==> src/rtl/accumulator_register_if.sv <==
// Operand/result bundle for accumulator_register.
// master: the producer driving enable/mode/clear/data_in and observing the result.
// slave:  the accumulator itself.
interface accumulator_register_if #(
    parameter int WIDTH     = 16,
    parameter int IN_WIDTH  = 8,
    parameter int CNT_WIDTH = 8
);
    logic                 enable;
    logic                 mode;
    logic                 clear;
    logic [IN_WIDTH-1:0]  data_in;
    logic [WIDTH-1:0]     acc_out;
    logic                 overflow;
    logic [CNT_WIDTH-1:0] count;
    logic                 valid_out;

    modport master (
        output enable, mode, clear, data_in,
        input  acc_out, overflow, count, valid_out
    );

    modport slave (
        input  enable, mode, clear, data_in,
        output acc_out, overflow, count, valid_out
    );
endinterface

==> src/rtl/accumulator_register.sv <==
// Accumulator register for the MAC datapath.
// Each enabled cycle either loads data_in (mode=0) or adds it into the stored
// value (mode=1). Keeps a sticky carry-out flag, a saturating update counter
// and a one-cycle valid strobe. All outputs come straight from flops.
// Build option: define SATURATE_EN to clamp acc_out at all-ones on carry-out;
// without it the sum wraps modulo 2**WIDTH.
module accumulator_register #(
    parameter int WIDTH     = 16,
    parameter int IN_WIDTH  = 8,
    parameter int CNT_WIDTH = 8
) (
    input  logic                  clk,
    input  logic                  reset,
    accumulator_register_if.slave bus
);

    if (IN_WIDTH > WIDTH) begin : g_width_check
        $error("accumulator_register: IN_WIDTH must not exceed WIDTH");
    end

    localparam logic [CNT_WIDTH-1:0] CNT_MAX = '1;
    localparam logic [CNT_WIDTH-1:0] CNT_ONE = CNT_WIDTH'(1);

    logic [WIDTH-1:0]     acc_q;
    logic                 ovf_q;
    logic [CNT_WIDTH-1:0] cnt_q;
    logic                 valid_q;

    // Operand zero-extended to WIDTH+1 so the carry lands in the top bit.
    logic [WIDTH:0] data_ext;
    logic [WIDTH:0] sum;

    assign data_ext = {{(WIDTH + 1 - IN_WIDTH){1'b0}}, bus.data_in};
    assign sum      = {1'b0, acc_q} + data_ext;

    // Accumulator state update: clear beats enable, enable beats hold.
    always_ff @(posedge clk or posedge reset) begin
        if (reset) begin
            acc_q   <= '0;
            ovf_q   <= 1'b0;
            cnt_q   <= '0;
            valid_q <= 1'b0;
        end else if (bus.clear) begin
            acc_q   <= '0;
            ovf_q   <= 1'b0;
            cnt_q   <= '0;
            valid_q <= 1'b0;
        end else if (bus.enable) begin
            valid_q <= 1'b1;
            if (!bus.mode) begin
                acc_q <= data_ext[WIDTH-1:0];
                ovf_q <= 1'b0;
                cnt_q <= CNT_ONE;
            end else begin
                ovf_q <= ovf_q | sum[WIDTH];
                if (cnt_q != CNT_MAX) begin
                    cnt_q <= cnt_q + 1'b1;
                end
`ifdef SATURATE_EN
                // Once clamped, any further non-zero add carries again, so it stays clamped.
                acc_q <= sum[WIDTH] ? {WIDTH{1'b1}} : sum[WIDTH-1:0];
`else
                acc_q <= sum[WIDTH-1:0];
`endif
            end
        end else begin
            valid_q <= 1'b0;
        end
    end

    assign bus.acc_out   = acc_q;
    assign bus.overflow  = ovf_q;
    assign bus.count     = cnt_q;
    assign bus.valid_out = valid_q;

endmodule

==> src/flat_wrapper.sv <==
// flat-port wrapper written by rule: the top's interface ports become plain ports
module accumulator_register_flat 
#(
    parameter int WIDTH     = 16,
    parameter int IN_WIDTH  = 8,
    parameter int CNT_WIDTH = 8
)
  (clk, reset, bus_enable, bus_mode, bus_clear, bus_data_in, bus_acc_out, bus_overflow, bus_count, bus_valid_out);
  accumulator_register_if #(.WIDTH(WIDTH), .IN_WIDTH(IN_WIDTH), .CNT_WIDTH(CNT_WIDTH)) bus_i ();
  input  logic clk;
  input  logic reset;
  input wire logic [$bits(bus_i.enable)-1:0] bus_enable;
  input wire logic [$bits(bus_i.mode)-1:0] bus_mode;
  input wire logic [$bits(bus_i.clear)-1:0] bus_clear;
  input wire logic [$bits(bus_i.data_in)-1:0] bus_data_in;
  output wire logic [$bits(bus_i.acc_out)-1:0] bus_acc_out;
  output wire logic [$bits(bus_i.overflow)-1:0] bus_overflow;
  output wire logic [$bits(bus_i.count)-1:0] bus_count;
  output wire logic [$bits(bus_i.valid_out)-1:0] bus_valid_out;
  assign bus_i.enable = bus_enable;
  assign bus_i.mode = bus_mode;
  assign bus_i.clear = bus_clear;
  assign bus_i.data_in = bus_data_in;
  assign bus_acc_out = bus_i.acc_out;
  assign bus_overflow = bus_i.overflow;
  assign bus_count = bus_i.count;
  assign bus_valid_out = bus_i.valid_out;
  accumulator_register #(.WIDTH(WIDTH), .IN_WIDTH(IN_WIDTH), .CNT_WIDTH(CNT_WIDTH)) u_core (.clk(clk), .reset(reset), .bus(bus_i));
endmodule
==> config.mk <==
export PLATFORM = sky130hd
export DESIGN_NAME = accumulator_register_flat
export DESIGN_NICKNAME = d
export VERILOG_FILES = /design/src/rtl/accumulator_register_if.sv /design/src/rtl/accumulator_register.sv /design/src/flat_wrapper.sv
export SDC_FILE = /design/constraint.sdc
export NUM_CORES = 1
export LEC_CHECK = 0
export ABC_AREA = 0
export BUFFER_PORTS_ARGS = -buffer_cell sky130_fd_sc_hd__buf_2
export CORE_UTILIZATION = 58
export DETAILED_ROUTE_END_ITERATION = 16
export PLACE_DENSITY_LB_ADDON = 0.15
export SETUP_SLACK_MARGIN = 0.05
export SLEW_MARGIN = 20
export SYNTH_ARGS = -nofsm -noshare
export SYNTH_HDL_FRONTEND = slang
export SYNTH_SLANG_ARGS = --single-unit
==> constraint.sdc <==
create_clock -name clk -period 3.81 [get_ports clk]
set_input_delay 0.762 -clock clk [delete_from_list [all_inputs] [get_ports clk]]
set_output_delay 0.762 -clock clk [all_outputs]
set_load 0.01 [all_outputs]
==> qor.csv, run 1 <==
metric,value,unit
outcome,"finished, violations left",
failing checks,DRC,
Rows,19,
Fin Setup TNS,0,ps
Core Area,0.00285,mm^2
Skew-Pair Late Insertion Delay,320,ps
First-pass DRT Iterations,10,
sequential share of the synthesized area,36.2,%
Fin Clk Skew,4.62,ps
crit path max fanout,9,
crit path capture type,flip-flop,
clock power share,29.6,%
global-route usage over all layers,25.9,%
drt drc,2,
die extent in x,57.6,um
crit path time final,2340,ps
P&R area growth vs syn,12.7,%
CP Class,in2reg,
hold crit path type,reg2reg,
count of input and output buffers,38,
Slew headroom,33.7,%
"EDFF count, synth",0,
Slew @ Worst Pin,994,ps
peak supply drop,0.000203,V
CP Launch Type,primary input,
max-cap viol count,0,
Net Sw Power,0.193,mW
fmax,428,MHz
post-CTS sizing,0,
cts hold-fix bufs,0,
ranking of synthesized cells by area,"dfrtp_1 (36%), ha_1 (6.3%), a21oi_1 (5.9%)",
Pins Over Slew Limit,0,
ys flop type,dfrtp_1,
clock sinks,26,
Mean Syn Cell Area,9.50,um^2
I/O pins,39,
Vias/cell,6.66,
clock tree buffer depth,2,
"Reg clk slew, reported paths",150,ps
share of the synthesized area in the top cell type,36.2,%
register share of total power,45.4,%
dpl ws,1150,ps
DRT iter0 DRCs,113,
Die Ht,57.6,um
drt total wl,4170,um
Vias,1685,
number of global-route vias before repair,1597,
Overflow after GRT,0,
period utilisation layout,61.3,%
CTS tree,done,
Synth Warn #,0,
DIE AREA,0.00332,mm^2
net switching fraction of the power,29.7,%
register area,651,um^2
diodes inserted,0,
first-pass GRT wire length,6840,um
layout net count,246,
drt wl/cell,16.5,um
routability cong.,0.807,
postcts setup bufs,0,
"flops & latches, synth",26,
Pwr Density,322,mW/mm^2
count of different cell masters after synthesis,50,
final setup violation count,0,
initial antenna violation count,0,
final hold violation count,0,
fin cells,253,
Yosys top cell by area,dfrtp_1,
Starting Density,62.9,%
DP Area,0.00197,mm^2
placed cell count,249,
Synth Net Count,212,
internal power,0.458,mW
Final Util,70.9,%
WP data required,4040,ps
Final Power,0.651,mW
final worst setup slack,1470,ps
cell area after layout,0.00202,mm^2
Gate power share,25.0,%
cell count after synthesis,189,
largest net degree at the start of global routing,28,
H-tree depth,1,
CTS Buf Count,3,
Post-Syn Area,0.00180,mm^2
share of cells above drive strength 1,24.3,%
filler cell count,223,
asr flop ratio synth,100,%
Final ANT Viol Nets,0,
multi-input logic area,0.00108,mm^2
Root Buffer,clkbuf_4,
Static Leak,0.951,nW
final hold slack,521,ps
RSZ-0062 raised after global routing,false,
arrival time worst endpoint,2570,ps
Post-DP HPWL,2980,um
layout by cell type (no fill, tap or decap), types with 2 or more instances in the layout:
cell type	n
xnor2_1	3
a211oi_1	4
o21ai_0	12
clkbuf_4	3
o211a_1	2
a221oi_1	2
nand2_1	11
or3_1	3
o22ai_1	3
a41oi_1	2
nor2_1	9
and3_2	2
or3_2	2
nand3_1	6
o2111ai_1	2
a21o_2	2
ha_1	9
a21oi_1	21
nand2b_1	2
a21o_1	3
a31oi_1	4
or4_1	6
nand4_1	2
inv_1	3
nor2b_1	6
dfrtp_1	26
a2111o_1	3
mux2i_1	5
o21bai_1	2
o31ai_1	6
buf_2	38
Yosys cell counts (2+ instances only):
library cell / instances
o31ai_1: 6
inv_1: 3
a21oi_1: 21
a21o_1: 3
nor2_1: 9
or4_1: 6
o22ai_1: 3
xnor2_1: 3
or3_1: 3
and3_2: 2
a21o_2: 2
buf_4: 3
a41oi_1: 2
or3_2: 2
nor2b_1: 6
o2111ai_1: 2
o21ai_0: 12
nand4_1: 2
a211oi_1: 4
nand2_1: 11
nand3_1: 6
clkbuf_1: 4
a2111o_1: 3
dfrtp_1: 26
nand2b_1: 2
ha_1: 9
mux2i_1: 5
a221oi_1: 2
o211a_1: 2
o21bai_1: 2
a31oi_1: 4
critical path, cell delays in order:
cell and delay, ps:
buf_2 110, ha_1 210, fa_1 430, a211oi_1 400, o211a_4 250, and4bb_2 230, o21a_1 170
sequential cells by signal, indices dropped and copies added, names as in the netlist:
signal	count
u_core.bus.acc_out	16
u_core.bus.count	8
u_core.bus.overflow	1
u_core.bus.valid_out	1
routing by layer:
layer	GRT usage [%]	wire length [um]	vias to the layer above
met4	5.23	17	0
met5	0	0	-
met3	2.68	189	2
li1	-	-	801
met2	48.3	2100	54
met1	32.5	1860	828
path summary, 6_finish.rpt:
path                                                    from                           endpoint  slack, ps  cells after the start
max                                           bus_data_in[0]    u_core.bus.overflow$_DFFE_PP0P_       1470                      7
min                          u_core.bus.overflow$_DFFE_PP0P_    u_core.bus.overflow$_DFFE_PP0P_        520                      1
max reg2reg                u_core.bus.acc_out[0]$_DFFE_PP0P_    u_core.bus.overflow$_DFFE_PP0P_       1570                      6
min reg2reg                  u_core.bus.overflow$_DFFE_PP0P_    u_core.bus.overflow$_DFFE_PP0P_        520                      1
max in group asynchronous                              reset  u_core.bus.acc_out[7]$_DFFE_PP0P_       2570                      2
min in group asynchronous                              reset    u_core.bus.count[5]$_DFFE_PP0P_        650                      2
power groups by stage:
stage | Combinational (mW) | Sequential, mW | Clock, mW
6_report | 0.163 | 0.296 | 0.193
5_1_grt | 0.178 | 0.298 | 0.204
4_1_cts | 0.161 | 0.296 | 0.197
3_5_place_dp | 0.160 | 0.301 | 0
3_3_place_gp | 0.154 | 0.300 | 0
2_1_floorplan | 0.117 | 0.305 | 0
cells by family after synthesis:
logic type / count (synthesis) / share of synthesized area, %
AO/OA/AOI/OAI: 74 / 28.7
XOR/XNOR: 4 / 1.95
adder cells (fa/ha/maj): 10 / 7.39
buffers and inverters: 12 / 3.62
flip-flops: 26 / 36.2
multiplexers: 5 / 2.79
AND/OR/NAND/NOR: 58 / 19.3
area by class of cell:
type	instances	area share, %
Inverter	3	0.557
Tap cell	31	1.92
Sequential cell	26	32.2
Clock buffer	3	1.11
Multi-Input combinational cell	151	53.4
Clock inverter	1	1.48
Timing Repair Buffer	38	9.40
Power figures use the tool's default switching activity.
==> inputs of run 2 (changes only) <==
ABC_AREA = 1   (was 0)
CORE_UTILIZATION = 49   (was 58)
clock period = 2 ns   (was 3.81 ns; I/O delays follow)
==> qor.csv, run 2 <==
metric,value,unit
Overflow after GRT,0,
filler cell count,359,
max reg flops,16,
layout net count,339,
Post-DP HPWL,3260,um
clock tree buffer depth,2,
diodes inserted,0,
first-pass GRT wire length,7380,um
Pins Over Slew Limit,0,
final setup violation count,0,
Critical Path Max Stage Delay,410,ps
CTS Buf Count,3,
Synth Warn #,0,
Synth Net Count,295,
Root Buffer,clkbuf_8,
"Reg clk slew, reported paths",100,ps
Skew-Pair Late Insertion Delay,270,ps
"Largest delay share family, worst path",adder cells,
Synth Area in Adders,7.19,%
die extent in x,63.4,um
initial antenna violation count,0,
area fraction in compound gates after synthesis,9.23,%
cell count after synthesis,272,
Fin Clk Skew,8.27,ps
cts hold-fix bufs,0,
Final ANT Viol Nets,0,
drt total wl,4250,um
drt drc,0,
clock sinks,26,
sequential share of the synthesized area,35.3,%
largest net degree at the start of global routing,27,
Mean Syn Cell Area,6.78,um^2
final worst setup slack,208,ps
outcome,"finished, final reports clean",
Slew headroom,64.3,%
crit path max fanout,5,
count of different cell masters after synthesis,26,
drt wl/cell,11.8,um
I/O pins,39,
Static Leak,1.15,nW
RSZ-0062 raised after global routing,false,
peak supply drop,0.000263,V
DRT iter0 DRCs,117,
"commonest non-fill, non-tap cell in the layout",nand2_1,
count of input and output buffers,38,
Post-Syn Area,0.00184,mm^2
Starting Density,53.2,%
routability cong.,0.912,
hold crit path type,in2async,
crit path capture type,flip-flop,
post-CTS sizing,0,
most frequent cells in the layout,"nand2_1 (86), buf_2 (38), nor2_1 (34)",
Final Util,62.2,%
Synth Area in XOR/XNOR,1.42,%
Slew @ Worst Pin,533,ps
slowest CP cell,dfrtp_1,
ys flop type,dfrtp_1,
fin cells,361,
max-cap viol count,0,
number of global-route vias before repair,1675,
H-tree depth,1,
asr flop ratio synth,100,%
WP data required,2200,ps
CTS tree,done,
placed cell count,357,
final hold slack,167,ps
largest family of logic cells by synthesized area,simple AND/OR/NAND/NOR gates,
Vias,1848,
Yosys top cell by area,dfrtp_1,
CP Launch Type,flip-flop,
Die Ht,63.4,um
area share of and/or/nand/nor cells after synthesis,39.3,%
dpl ws,104,ps
Rows,21,
ranking of synthesized cells by area,"dfrtp_1 (35%), nand2_1 (18%), nand3_1 (8.1%)",
fmax,558,MHz
share of the synthesized area in the top cell type,35.3,%
global-route usage over all layers,22.7,%
mux share of post-synthesis cell area,0,%
"EDFF count, synth",0,
Fin Setup TNS,0,ps
CP Class,reg2reg,
cell area after layout,0.00216,mm^2
share of cells above drive strength 1,17.5,%
Pwr Density,556,mW/mm^2
cell mode on critical path,nand2_1,
Post-synth top cells,"nand2_1 (86), nor2_1 (34), nand3_1 (30), inv_1 (29), dfrtp_1 (26)",
Vias/cell,5.12,
DP Area,0.00210,mm^2
Core Area,0.00347,mm^2
DIE AREA,0.00401,mm^2
dominant cell by count in the synthesized netlist,nand2_1,
period utilisation layout,89.6,%
worst path bufs/invs,0,
Final Power,1.20,mW
First-pass DRT Iterations,4,
crit-path cells,ha_1 -> fa_2 -> nand2_1 -> nand3_1 -> nand3_1 -> nand2_1 -> nand2_1 -> nand2_1 -> a21oi_1,
crit path time final,1790,ps
final hold violation count,0,
arrival time worst endpoint,1990,ps
P&R area growth vs syn,17.0,%
postcts setup bufs,0,
"flops & latches, synth",26,
run 2: changes by cell type after synthesis, moves of 4 or more:
| cell | previous run | this run |
|---|---|---|
| nand3_1 | 6 | 30 |
| inv_1 | 3 | 29 |
| a211oi_1 | 4 | 0 |
| o21ai_0 | 12 | 18 |
| a21oi_1 | 21 | 13 |
| nor2_1 | 9 | 34 |
| mux2i_1 | 5 | 0 |
| nor2b_1 | 6 | 0 |
| a31oi_1 | 4 | 0 |
| nand2_1 | 11 | 86 |
| or4_1 | 6 | 0 |
| o31ai_1 | 6 | 0 |
run 2: cell type report:
class	instances	area [um^2]	area share, %
clock buffers	4	55.1	2.55
inverters	31	116	5.39
multi-input cells	212	1060	49.0
flip-flops and latches	26	651	30.2
well taps	46	57.6	2.67
repair buffers	42	220	10.2
run 2: kinds of logic (layout without fill, tap and decap cells):
| kind of cell | count (synthesis) | in the layout |
|---|---|---|
| adders and majority gates | 10 | 10 |
| DFF | 26 | 26 |
| AOI/OAI and AO/OA | 33 | 33 |
| buffers and inverters | 34 | 77 |
| xor gates and xnor gates | 3 | 3 |
| and+or+nand+nor | 166 | 166 |
run 2: metal layers:
layer / part of all wire [%] / track usage (%)
met1: 49 / 31.1
met2: 46 / 38.0
met3: 4.6 / 2.36
met4: 0.68 / 5.40
met5: 0 / 0
run 2: final timing paths:
path / slack, ps / start / cells past startpoint / end
min in group clk: 440 / bus_data_in[4] / 3 / u_core.bus.acc_out[4]$_DFFE_PP0P_
hold / removal: 170 / reset / 3 / u_core.bus.acc_out[9]$_DFFE_PP0P_
setup / recovery: 210 / u_core.bus.acc_out[0]$_DFFE_PP0P_ / 9 / u_core.bus.acc_out[12]$_DFFE_PP0P_
max in group asynchronous: 1570 / reset / 3 / u_core.bus.count[1]$_DFFE_PP0P_
setup reg to reg: 210 / u_core.bus.acc_out[0]$_DFFE_PP0P_ / 9 / u_core.bus.acc_out[12]$_DFFE_PP0P_
hold reg to reg: 520 / u_core.bus.acc_out[5]$_DFFE_PP0P_ / 2 / u_core.bus.acc_out[5]$_DFFE_PP0P_
run 2: worst register-to-register path: stages (launching register included):
cell and delay, ps:
dfrtp_1 410, ha_1 240, fa_2 360, nand2_1 100, nand3_1 120, nand3_1 100, nand2_1 110, nand2_1 90
nand2_1 50, a21oi_1 130
run 2: report_power, final:
group / leakage, nW / internal [mW] / switching (mW)
Sequential: 0.354 / 0.546 / 0.0212
Combinational: 0.766 / 0.100 / 0.179
Clock: 0.0288 / 0.176 / 0.177
Total: 1.15 / 0.822 / 0.377
